--- src/rtl/inv_share_pkg.sv ---
// Shared constants, index-width helper and stage record for the shared inverter scheduler.
package inv_share_pkg;

    localparam int DEF_WIDTH = 32;
    localparam int DEF_NREQ  = 4;

    function automatic int idw_of(input int n);
        return (n > 1) ? $clog2(n) : 1;
    endfunction

    localparam int DEF_IDW = idw_of(DEF_NREQ);

    typedef struct packed {
        logic                 valid;
        logic [DEF_IDW-1:0]   id;
        logic [DEF_WIDTH-1:0] data;
    } stage_t;

endpackage

--- src/rtl/inv_share_sched_rr_arbiter.sv ---
// Combinational round-robin pick: first requester at or above ptr, wrapping to the lowest index.
module rr_arbiter #(
    parameter int NREQ = 4,
    parameter int IDW  = 2
) (
    input  logic [NREQ-1:0] req,
    input  logic [IDW-1:0]  ptr,
    input  logic            enable,
    output logic [NREQ-1:0] grant,
    output logic [IDW-1:0]  winner,
    output logic            any
);

    logic           hi_any;
    logic           lo_any;
    logic [IDW-1:0] hi_w;
    logic [IDW-1:0] lo_w;

    // Upper search covers ptr..NREQ-1; lower search is the wrap-around fallback.
    always_comb begin
        hi_any = 1'b0;
        lo_any = 1'b0;
        hi_w   = '0;
        lo_w   = '0;
        for (int i = 0; i < NREQ; i++) begin
            if (req[i] && !hi_any && (IDW'(i) >= ptr)) begin
                hi_any = 1'b1;
                hi_w   = IDW'(i);
            end
            if (req[i] && !lo_any) begin
                lo_any = 1'b1;
                lo_w   = IDW'(i);
            end
        end
    end

    assign any    = hi_any || lo_any;
    assign winner = hi_any ? hi_w : lo_w;

    always_comb begin
        grant = '0;
        for (int i = 0; i < NREQ; i++) begin
            grant[i] = enable && any && (IDW'(i) == winner);
        end
    end

endmodule

--- src/rtl/lpm_inv.sv ---
// Codebase bitwise inverter primitive, LPM-style port naming.
module lpm_inv #(
    parameter int lpm_width = 1
) (
    input  logic [lpm_width-1:0] data,
    output logic [lpm_width-1:0] result
);

    assign result = ~data;

endmodule

--- src/rtl/inv_share_sched.sv ---
// Shares one lpm_inv among NREQ requesters: round-robin issue into S1, inverted result held in S2.
module inv_share_sched
    import inv_share_pkg::*;
#(
    parameter int WIDTH = DEF_WIDTH,
    parameter int NREQ  = DEF_NREQ,
    parameter int IDW   = idw_of(NREQ)
) (
    input  logic              clock,
    input  logic              reset_n,
    input  logic [NREQ-1:0]   req_valid,
    input  logic [NREQ*WIDTH-1:0] req_data,
    output logic [NREQ-1:0]   req_ready,
    output logic              rsp_valid,
    output logic [WIDTH-1:0]  rsp_data,
    output logic [IDW-1:0]    rsp_id,
    input  logic              rsp_ready,
    output logic              busy
);

    logic             s1_valid;
    logic [WIDTH-1:0] s1_data;
    logic [IDW-1:0]   s1_id;
    logic             s2_valid;
    logic [WIDTH-1:0] s2_data;
    logic [IDW-1:0]   s2_id;
    logic [IDW-1:0]   ptr;

    logic             s2_free;
    logic             s1_free;
    logic             accept;
    logic             s1_to_s2;
    logic             arb_any;
    logic [IDW-1:0]   winner;
    logic [WIDTH-1:0] sel_data;
    logic [WIDTH-1:0] inv_data;

    assign s2_free  = !s2_valid || rsp_ready;
    assign s1_free  = !s1_valid || s2_free;
    assign accept   = arb_any && s1_free;
    assign s1_to_s2 = s1_valid && s2_free;

    rr_arbiter #(
        .NREQ (NREQ),
        .IDW  (IDW)
    ) u_arb (
        .req    (req_valid),
        .ptr    (ptr),
        .enable (s1_free),
        .grant  (req_ready),
        .winner (winner),
        .any    (arb_any)
    );

    // Operand mux keyed on the encoded winner; only feeds S1, never an output.
    always_comb begin
        sel_data = '0;
        for (int i = 0; i < NREQ; i++) begin
            if (IDW'(i) == winner) begin
                sel_data = req_data[i*WIDTH +: WIDTH];
            end
        end
    end

    lpm_inv #(
        .lpm_width (WIDTH)
    ) u_inv (
        .data   (s1_data),
        .result (inv_data)
    );

    always_ff @(posedge clock or negedge reset_n) begin
        if (!reset_n) begin
            s1_valid <= 1'b0;
            s1_data  <= '0;
            s1_id    <= '0;
            s2_valid <= 1'b0;
            s2_data  <= '0;
            s2_id    <= '0;
            ptr      <= '0;
        end else begin
            s1_valid <= accept || (s1_valid && !s2_free);
            s2_valid <= s1_to_s2 || (s2_valid && !rsp_ready);
            if (accept) begin
                s1_data <= sel_data;
                s1_id   <= winner;
                if (int'(winner) == NREQ - 1) begin
                    ptr <= '0;
                end else begin
                    ptr <= winner + 1'b1;
                end
            end
            if (s1_to_s2) begin
                s2_data <= inv_data;
                s2_id   <= s1_id;
            end
        end
    end

    assign rsp_valid = s2_valid;
    assign rsp_data  = s2_data;
    assign rsp_id    = s2_id;
    assign busy      = s1_valid || s2_valid;

endmodule

--- config.mk ---
export PLATFORM = sky130hd
export DESIGN_NAME = inv_share_sched
export DESIGN_NICKNAME = d
export VERILOG_FILES = /design/src/rtl/inv_share_pkg.sv /design/src/rtl/inv_share_sched_rr_arbiter.sv /design/src/rtl/lpm_inv.sv /design/src/rtl/inv_share_sched.sv
export SDC_FILE = /design/constraint.sdc
export NUM_CORES = 1
export LEC_CHECK = 0
export BUFFER_PORTS_ARGS = -buffer_cell sky130_fd_sc_hd__buf_4
export CORE_ASPECT_RATIO = 1.25
export CORE_MARGIN = 5
export CORE_UTILIZATION = 31
export CTS_CLUSTER_SIZE = 20
export DETAILED_ROUTE_END_ITERATION = 8
export PLACE_DENSITY = 0.59
export RECOVER_POWER = 25
export SLEW_MARGIN = 20
export SYNTH_ARGS = -nofsm -noshare
export SYNTH_HDL_FRONTEND = slang
export SYNTH_SLANG_ARGS = --single-unit
--- constraint.sdc ---
create_clock -name clock -period 3.85 [get_ports clock]
set_input_delay 0.1925 -clock clock [delete_from_list [all_inputs] [get_ports clock]]
set_output_delay 0.1925 -clock clock [all_outputs]
set_load 0.01 [all_outputs]
# After elaboration in Yosys (flattened, before gate mapping)
# Cells that the tools add are included.
[word_totals] word_cells=72 output_inout_bits=40 input_bits=135 ff_bits=72
[classes] n_addsub=1 mux=20 magnitude_cmp=4 reduce_logical=35 bitwise_logic=1 n_eq_ne=4
[op_table] cell="$mux W32" n=4
[op_table] cell="$not A32 Y32" n=1
[op_table] cell="$logic_and A1 B1 Y1" n=18
[op_table] cell="$mux W2" n=6
[op_table] cell="$logic_not A1 Y1" n=10
[op_table] cell="$mux W1" n=10
[op_table] cell="$logic_or A1 B1 Y1" n=6
[op_table] cell="$eq A2 B2 Y1 const A" n=2
[op_table] cell="$ge A1 B2 Y1 const A" n=2
[op_table] cell="$ge A2 B2 Y1 const A" n=2
[op_table] cell="$add A2 B1 Y2 const B" n=1
[op_table] cell="$eq A1 B2 Y1 const A" n=1
[op_table] cell="$eq A2 B1 Y1 const B" n=1
[op_table] cell="$logic_not A2 Y1" n=1

# Depth between registers and ports, before layout
[logic_depth] word_depth=21 mapped_depth=9 ltp_nobuf=7

# Modules after synthesis
# From an unflattened synthesis, not the netlist that was laid out.
[hier_totals] cells_unflattened=379 hier_area_um2=3907.5
[by_module_without_submodules] module="inv_share_sched" seq_area_each_um2=1801.7 cells_each=326 instances=1 area_each_um2=3644.7
[by_module_without_submodules] module="rr_arbiter" seq_area_each_um2=0.0 cells_each=21 instances=1 area_each_um2=142.6
[by_module_without_submodules] module="lpm_inv" seq_area_each_um2=0.0 cells_each=32 instances=1 area_each_um2=120.1

# Least setup slack after synthesis
# No wires, ideal clock.
[synth_timing] kind="register to register" startpoint="reg ptr[1]" endpoint="reg s1_data[15]" setup_slack_ns=1.734 setup_ns=0.082 path_stages_with_launch=10 arrival_time_ns=2.034 path_buffers=2 t_required_ns=3.768 synth_period_minus_slack_ns=2.116 path_cell_list="dfrtp_1 > nand2b_1 > a21oi_1 > or3_1 > ha_1 > buf_2 > clkbuf_1 > a21oi_1 > a221o_1 > a31oi_1"
[synth_between] elab_chain_cells=21 elab_cells_between_ends=32 classes_between="order compare: 4; eq/ne: 3; mux: 12; reduce/logical: 13"
[synth_lines] item="start, declared" line_no="inv_share_sched.sv:27" text="logic [IDW-1:0] ptr;"
[synth_lines] item="start signal, assigned" line_no="inv_share_sched.sv:90" text="ptr <= winner + 1'b1;"
[synth_lines] item="$ge A1 B2 Y1" line_no="inv_share_sched_rr_arbiter.sv:26" text="if (req[i] && !hi_any && (IDW'(i) >= ptr)) begin"
[synth_lines] item="$logic_and A1 B1 Y1" line_no="inv_share_sched_rr_arbiter.sv:26"
[synth_lines] item="$mux W1" line_no="inv_share_sched_rr_arbiter.sv:26"
[synth_lines] item="$logic_not A1 Y1" line_no="inv_share_sched_rr_arbiter.sv:26"
[synth_lines] item="$logic_and A1 B1 Y1 (2 in series)" line_no="inv_share_sched_rr_arbiter.sv:26"
[synth_lines] item="$mux W1" line_no="inv_share_sched_rr_arbiter.sv:26"
[synth_lines] item="$logic_not A1 Y1" line_no="inv_share_sched_rr_arbiter.sv:26"
[synth_lines] item="$logic_and A1 B1 Y1 (2 in series)" line_no="inv_share_sched_rr_arbiter.sv:26"
[synth_lines] item="$mux W1" line_no="inv_share_sched_rr_arbiter.sv:26"
[synth_lines] item="$logic_not A1 Y1" line_no="inv_share_sched_rr_arbiter.sv:26"
[synth_lines] item="$logic_and A1 B1 Y1 (2 in series)" line_no="inv_share_sched_rr_arbiter.sv:26"
[synth_lines] item="$mux W2 / $mux W1 (equally long branches)" line_no="inv_share_sched_rr_arbiter.sv:26"
[synth_lines] item="$mux W2" line_no="inv_share_sched_rr_arbiter.sv:38" text="assign winner = hi_any ? hi_w : lo_w;"
[synth_lines] item="$logic_not A2 Y1" line_no="inv_share_sched.sv:59" text="if (IDW'(i) == winner) begin"
[synth_lines] item="$mux W32 (4 in series)" line_no="inv_share_sched.sv:59"
[synth_lines] item="end signal, assigned" line_no="inv_share_sched.sv:85" text="s1_data <= sel_data;"
[synth_lines] item="end, declared" line_no="inv_share_sched.sv:22" text="logic [WIDTH-1:0] s1_data;"
# Parallel ways exist; a longest one is shown, timed or not.
# A chain may end at the register's enable or synchronous reset.

# Worst setup path in the final report
[layout_timing] startpoint="reg ptr[1]" endpoint="out req_ready[1]"
[layout_between] elab_chain_cells=18 elab_cells_between_ends=26 classes_between="order compare: 4; eq/ne: 1; mux: 8; reduce/logical: 13"
[layout_lines] item="$ge A1 B2 Y1" line_no="inv_share_sched_rr_arbiter.sv:26"
[layout_lines] item="$logic_and A1 B1 Y1" line_no="inv_share_sched_rr_arbiter.sv:26"
[layout_lines] item="$mux W1" line_no="inv_share_sched_rr_arbiter.sv:26"
[layout_lines] item="$logic_not A1 Y1" line_no="inv_share_sched_rr_arbiter.sv:26"
[layout_lines] item="$logic_and A1 B1 Y1 (2 in series)" line_no="inv_share_sched_rr_arbiter.sv:26"
[layout_lines] item="$mux W1" line_no="inv_share_sched_rr_arbiter.sv:26"
[layout_lines] item="$logic_not A1 Y1" line_no="inv_share_sched_rr_arbiter.sv:26"
[layout_lines] item="$logic_and A1 B1 Y1 (2 in series)" line_no="inv_share_sched_rr_arbiter.sv:26"
[layout_lines] item="$mux W1" line_no="inv_share_sched_rr_arbiter.sv:26"
[layout_lines] item="$logic_not A1 Y1" line_no="inv_share_sched_rr_arbiter.sv:26"
[layout_lines] item="$logic_and A1 B1 Y1 (2 in series)" line_no="inv_share_sched_rr_arbiter.sv:26"
[layout_lines] item="$mux W2 / $mux W1 (equally long branches)" line_no="inv_share_sched_rr_arbiter.sv:26"
[layout_lines] item="$mux W2 *" line_no="inv_share_sched_rr_arbiter.sv:38"
[layout_lines] item="via u_arb.winner[0]" line_no="inv_share_sched_rr_arbiter.sv:10" text="output logic [IDW-1:0] winner,"
[layout_lines] item="$eq A1 B2 Y1 *" line_no="inv_share_sched_rr_arbiter.sv:43" text="grant[i] = enable && any && (IDW'(i) == winner);"
[layout_lines] item="$logic_and A1 B1 Y1 *" line_no="inv_share_sched_rr_arbiter.sv:43"
[layout_lines] item="end, declared" line_no="inv_share_sched.sv:13" text="output logic [NREQ-1:0] req_ready,"
# Mark *: on every way through the listed nets, which the timed path passes. The rest lies on a longest branch.

==> impl_metrics.env <==
export IMPL_leakagePower_uw=0.00283
export IMPL_cp_start_kind="register"
export IMPL_max_slew_worst_pin_slew_ps=1770
export IMPL_startpoint="ptr[1]$_DFFE_PN0N_"
export IMPL_fp_dieW_um=114
export IMPL_nets=734
export IMPL_synthCells=443
export IMPL_clockBufferDepth=2
export IMPL_period_share_pct=76.4
export IMPL_post_synth_top_count_cell="dfrtp_1"
export IMPL_post_cts_resize_count=0
export IMPL_syn_cell_area_mm2=0.00416
export IMPL_ios=175
export IMPL_rsz0062_at_grt="no"
export IMPL_antenna_left=0
export IMPL_drtIter0Drc=118
export IMPL_start_util_pct=31.4
export IMPL_ys_warn_count=0
export IMPL_clk_latency_ps=330
export IMPL_via_per_inst=4.99
export IMPL_grt_pass1_wl_um=20400
export IMPL_clock_skew_ps=8.64
export IMPL_vias=3849
export IMPL_synth_area_top_cells="dfrtp_1 (43%), mux2i_1 (7.9%), a221o_1 (7.7%)"
export IMPL_status="finished with violations"
export IMPL_cts_setup_buffers=0
export IMPL_syn_nets=582
export IMPL_final_cells=771
export IMPL_cts_num_sinks=72
export IMPL_first_pass_iters=4
export IMPL_finalWeightedCongestion=0.892
export IMPL_peakVddDrop_uv=223
export IMPL_crit_fanout=65
export IMPL_clk_pin_slew_ps=60
export IMPL_syn_area_per_cell_um2=9.39
export IMPL_core_mm2=0.0132
export IMPL_dp_cells=755
export IMPL_synth_edf_count=0
export IMPL_yosys_cell_types_count=31
export IMPL_syn_to_final_growth_pct=40.8
export IMPL_yosysTopAreaCellShare_pct=43.3
export IMPL_num_rows=47
export IMPL_maxSlewHeadroom_pct=-18.2
export IMPL_synth_commonest_cells="dfrtp_1 (72), inv_1 (66), a21oi_1 (40)"
export IMPL_cts_hold_buf=0
export IMPL_portBuffers=174
export IMPL_hp_start="req_data[126]"
export IMPL_gr_usage_all_layers_pct=16.0
export IMPL_drive_gt1_share_pct=39.0
export IMPL_tritoncts="yes"
export IMPL_r2r_start="ptr[1]$_DFFE_PN0N_"
export IMPL_grt_max_degree=73
export IMPL_antenna_found_initial=0
export IMPL_clockRootBuffer="clkbuf_16"
export IMPL_crit_path_end_kind="output pin"
export IMPL_power_density_mw_per_mm2=621
export IMPL_fmax_mhz=340
export IMPL_critPathArrivalTime_ps=2750
export IMPL_max_cap_violations=1
export IMPL_design_area_mm2=0.00586
export IMPL_htree_levels=3
export IMPL_hpwl_um=9260
export IMPL_period_needed_ps=2940
export IMPL_crit_type="reg2out"
export IMPL_setup_viol=0
export IMPL_finalHoldViolCount=0
export IMPL_slew_violations=73
export IMPL_die_height_um=140
export IMPL_gr_total_overflow=0
export IMPL_setup_tns_ps=0
export IMPL_worstHoldPathType="in2reg"
export IMPL_antenna_cells=0
export IMPL_numCtsBuffers=9
export IMPL_async_flop_share_pct=100
export IMPL_synth_seq_cells=72
export IMPL_worst_ep_required_time_ps=3660
export IMPL_yosys_area_top_type="dfrtp_1"
export IMPL_grt_pass1_vias=4016
export IMPL_synthFlopType="dfrtp_1"
export IMPL_dieArea_mm2=0.0159
export IMPL_wl_per_cell_um=16.4
export IMPL_drc=0
export IMPL_violations="capacitance limit, slew limit"
export IMPL_placed_area_mm2=0.00556
export IMPL_wl_um=12700
export IMPL_yosysSeqAreaShare_pct=43.3
[power breakdown]
group	switching, uW	internal, uW	leakage (uW)	total [uW]
logic	766	775	0.00184	1540
registers	190	1080	0.000835	1270
clock network	313	515	0.000152	829
[cells in the final DEF (no fill, tap or decap), drive strengths merged, types with 2 or more instances in the layout]
cell type	synthesis	layout
mux2	3	3
ha	4	4
clkinv	0	5
o21ai	3	3
and3	4	4
dfrtp	72	72
nand2	36	36
or2	2	2
clkbuf	22	11
a21oi	66	66
nand2b	4	4
a221o	32	32
inv	66	66
buf	17	179
nand3b	33	33
mux2i	33	33
nor2	4	4
a31oi	32	32
[final cells by class]
type                       instances  area [um^2]
timing repair buffer             180         1360
multi-input combinational        266         1930
tap                              171          214
fill                            1337         7370
clock buffer                      10          239
clock inverter                     6         58.8
inverter                          66          248
sequential                        72         1800
[per-stage QoR]
stage | power, uW | hold WS (ps) | utilization, % | setup slack (ps)
2_1_floorplan | 2200 | -103 | - | 1730
3_3_place_gp | 2790 | 381 | 42.0 | 1270
3_5_place_dp | 2840 | 389 | 42.0 | 1080
4_1_cts | 3680 | 35.0 | 44.3 | 903
5_1_grt | 3910 | 130 | 44.3 | 701
6_report | 3640 | 126 | 44.3 | 908
[worst paths after layout]
path	cells past startpoint	to	slack, ps
min	3	s1_data[30]$_DFFE_PN0N_	130
max	6	req_ready[1]	910
min in group asynchronous	1	rsp_data[15]$_DFFE_PN0P_	330
max in group asynchronous	1	s1_data[0]$_DFFE_PN0N_	2450
min reg2reg	1	rsp_data[0]$_DFFE_PN0P_	440
max reg2reg	7	s1_data[25]$_DFFE_PN0N_	1040
[state kept, by name (all words and copies together), names as in the netlist]
register and flops:
s1_valid 1, s1_data 32, rsp_id 2, rsp_valid 1, ptr 2, rsp_data 32, s1_id 2
[metal layers]
layer	up-vias	track usage (%)	part of all wire (%)
li1	1866	-	-
met3	27	3.95	6.3
met1	1817	19.1	39
met5	-	0	0
met4	0	6.01	3.0
met2	139	27.6	51
[cells by family (layout without fill, tap and decap cells)]
kind of cell / Yosys count / in the layout / share of synthesized area, %
DFF: 72 / 72 / 43.3
buffers and inverters: 105 / 262 / 10.5
AOI/OAI and AO/OA: 137 / 137 / 24.0
muxes: 36 / 36 / 8.75
adders and majority gates: 4 / 4 / 1.20
and+or+nand+nor: 89 / 89 / 12.2
[critical path, cell delays in order, from the launching register on]
cell and delay (ps):
dfrtp_1 420, mux2i_1 220, nor2_1 100, nor3_1 320, ha_2 940, and3_1 290, buf_4 120
No activity file was read; power rests on OpenSTA's default activity.
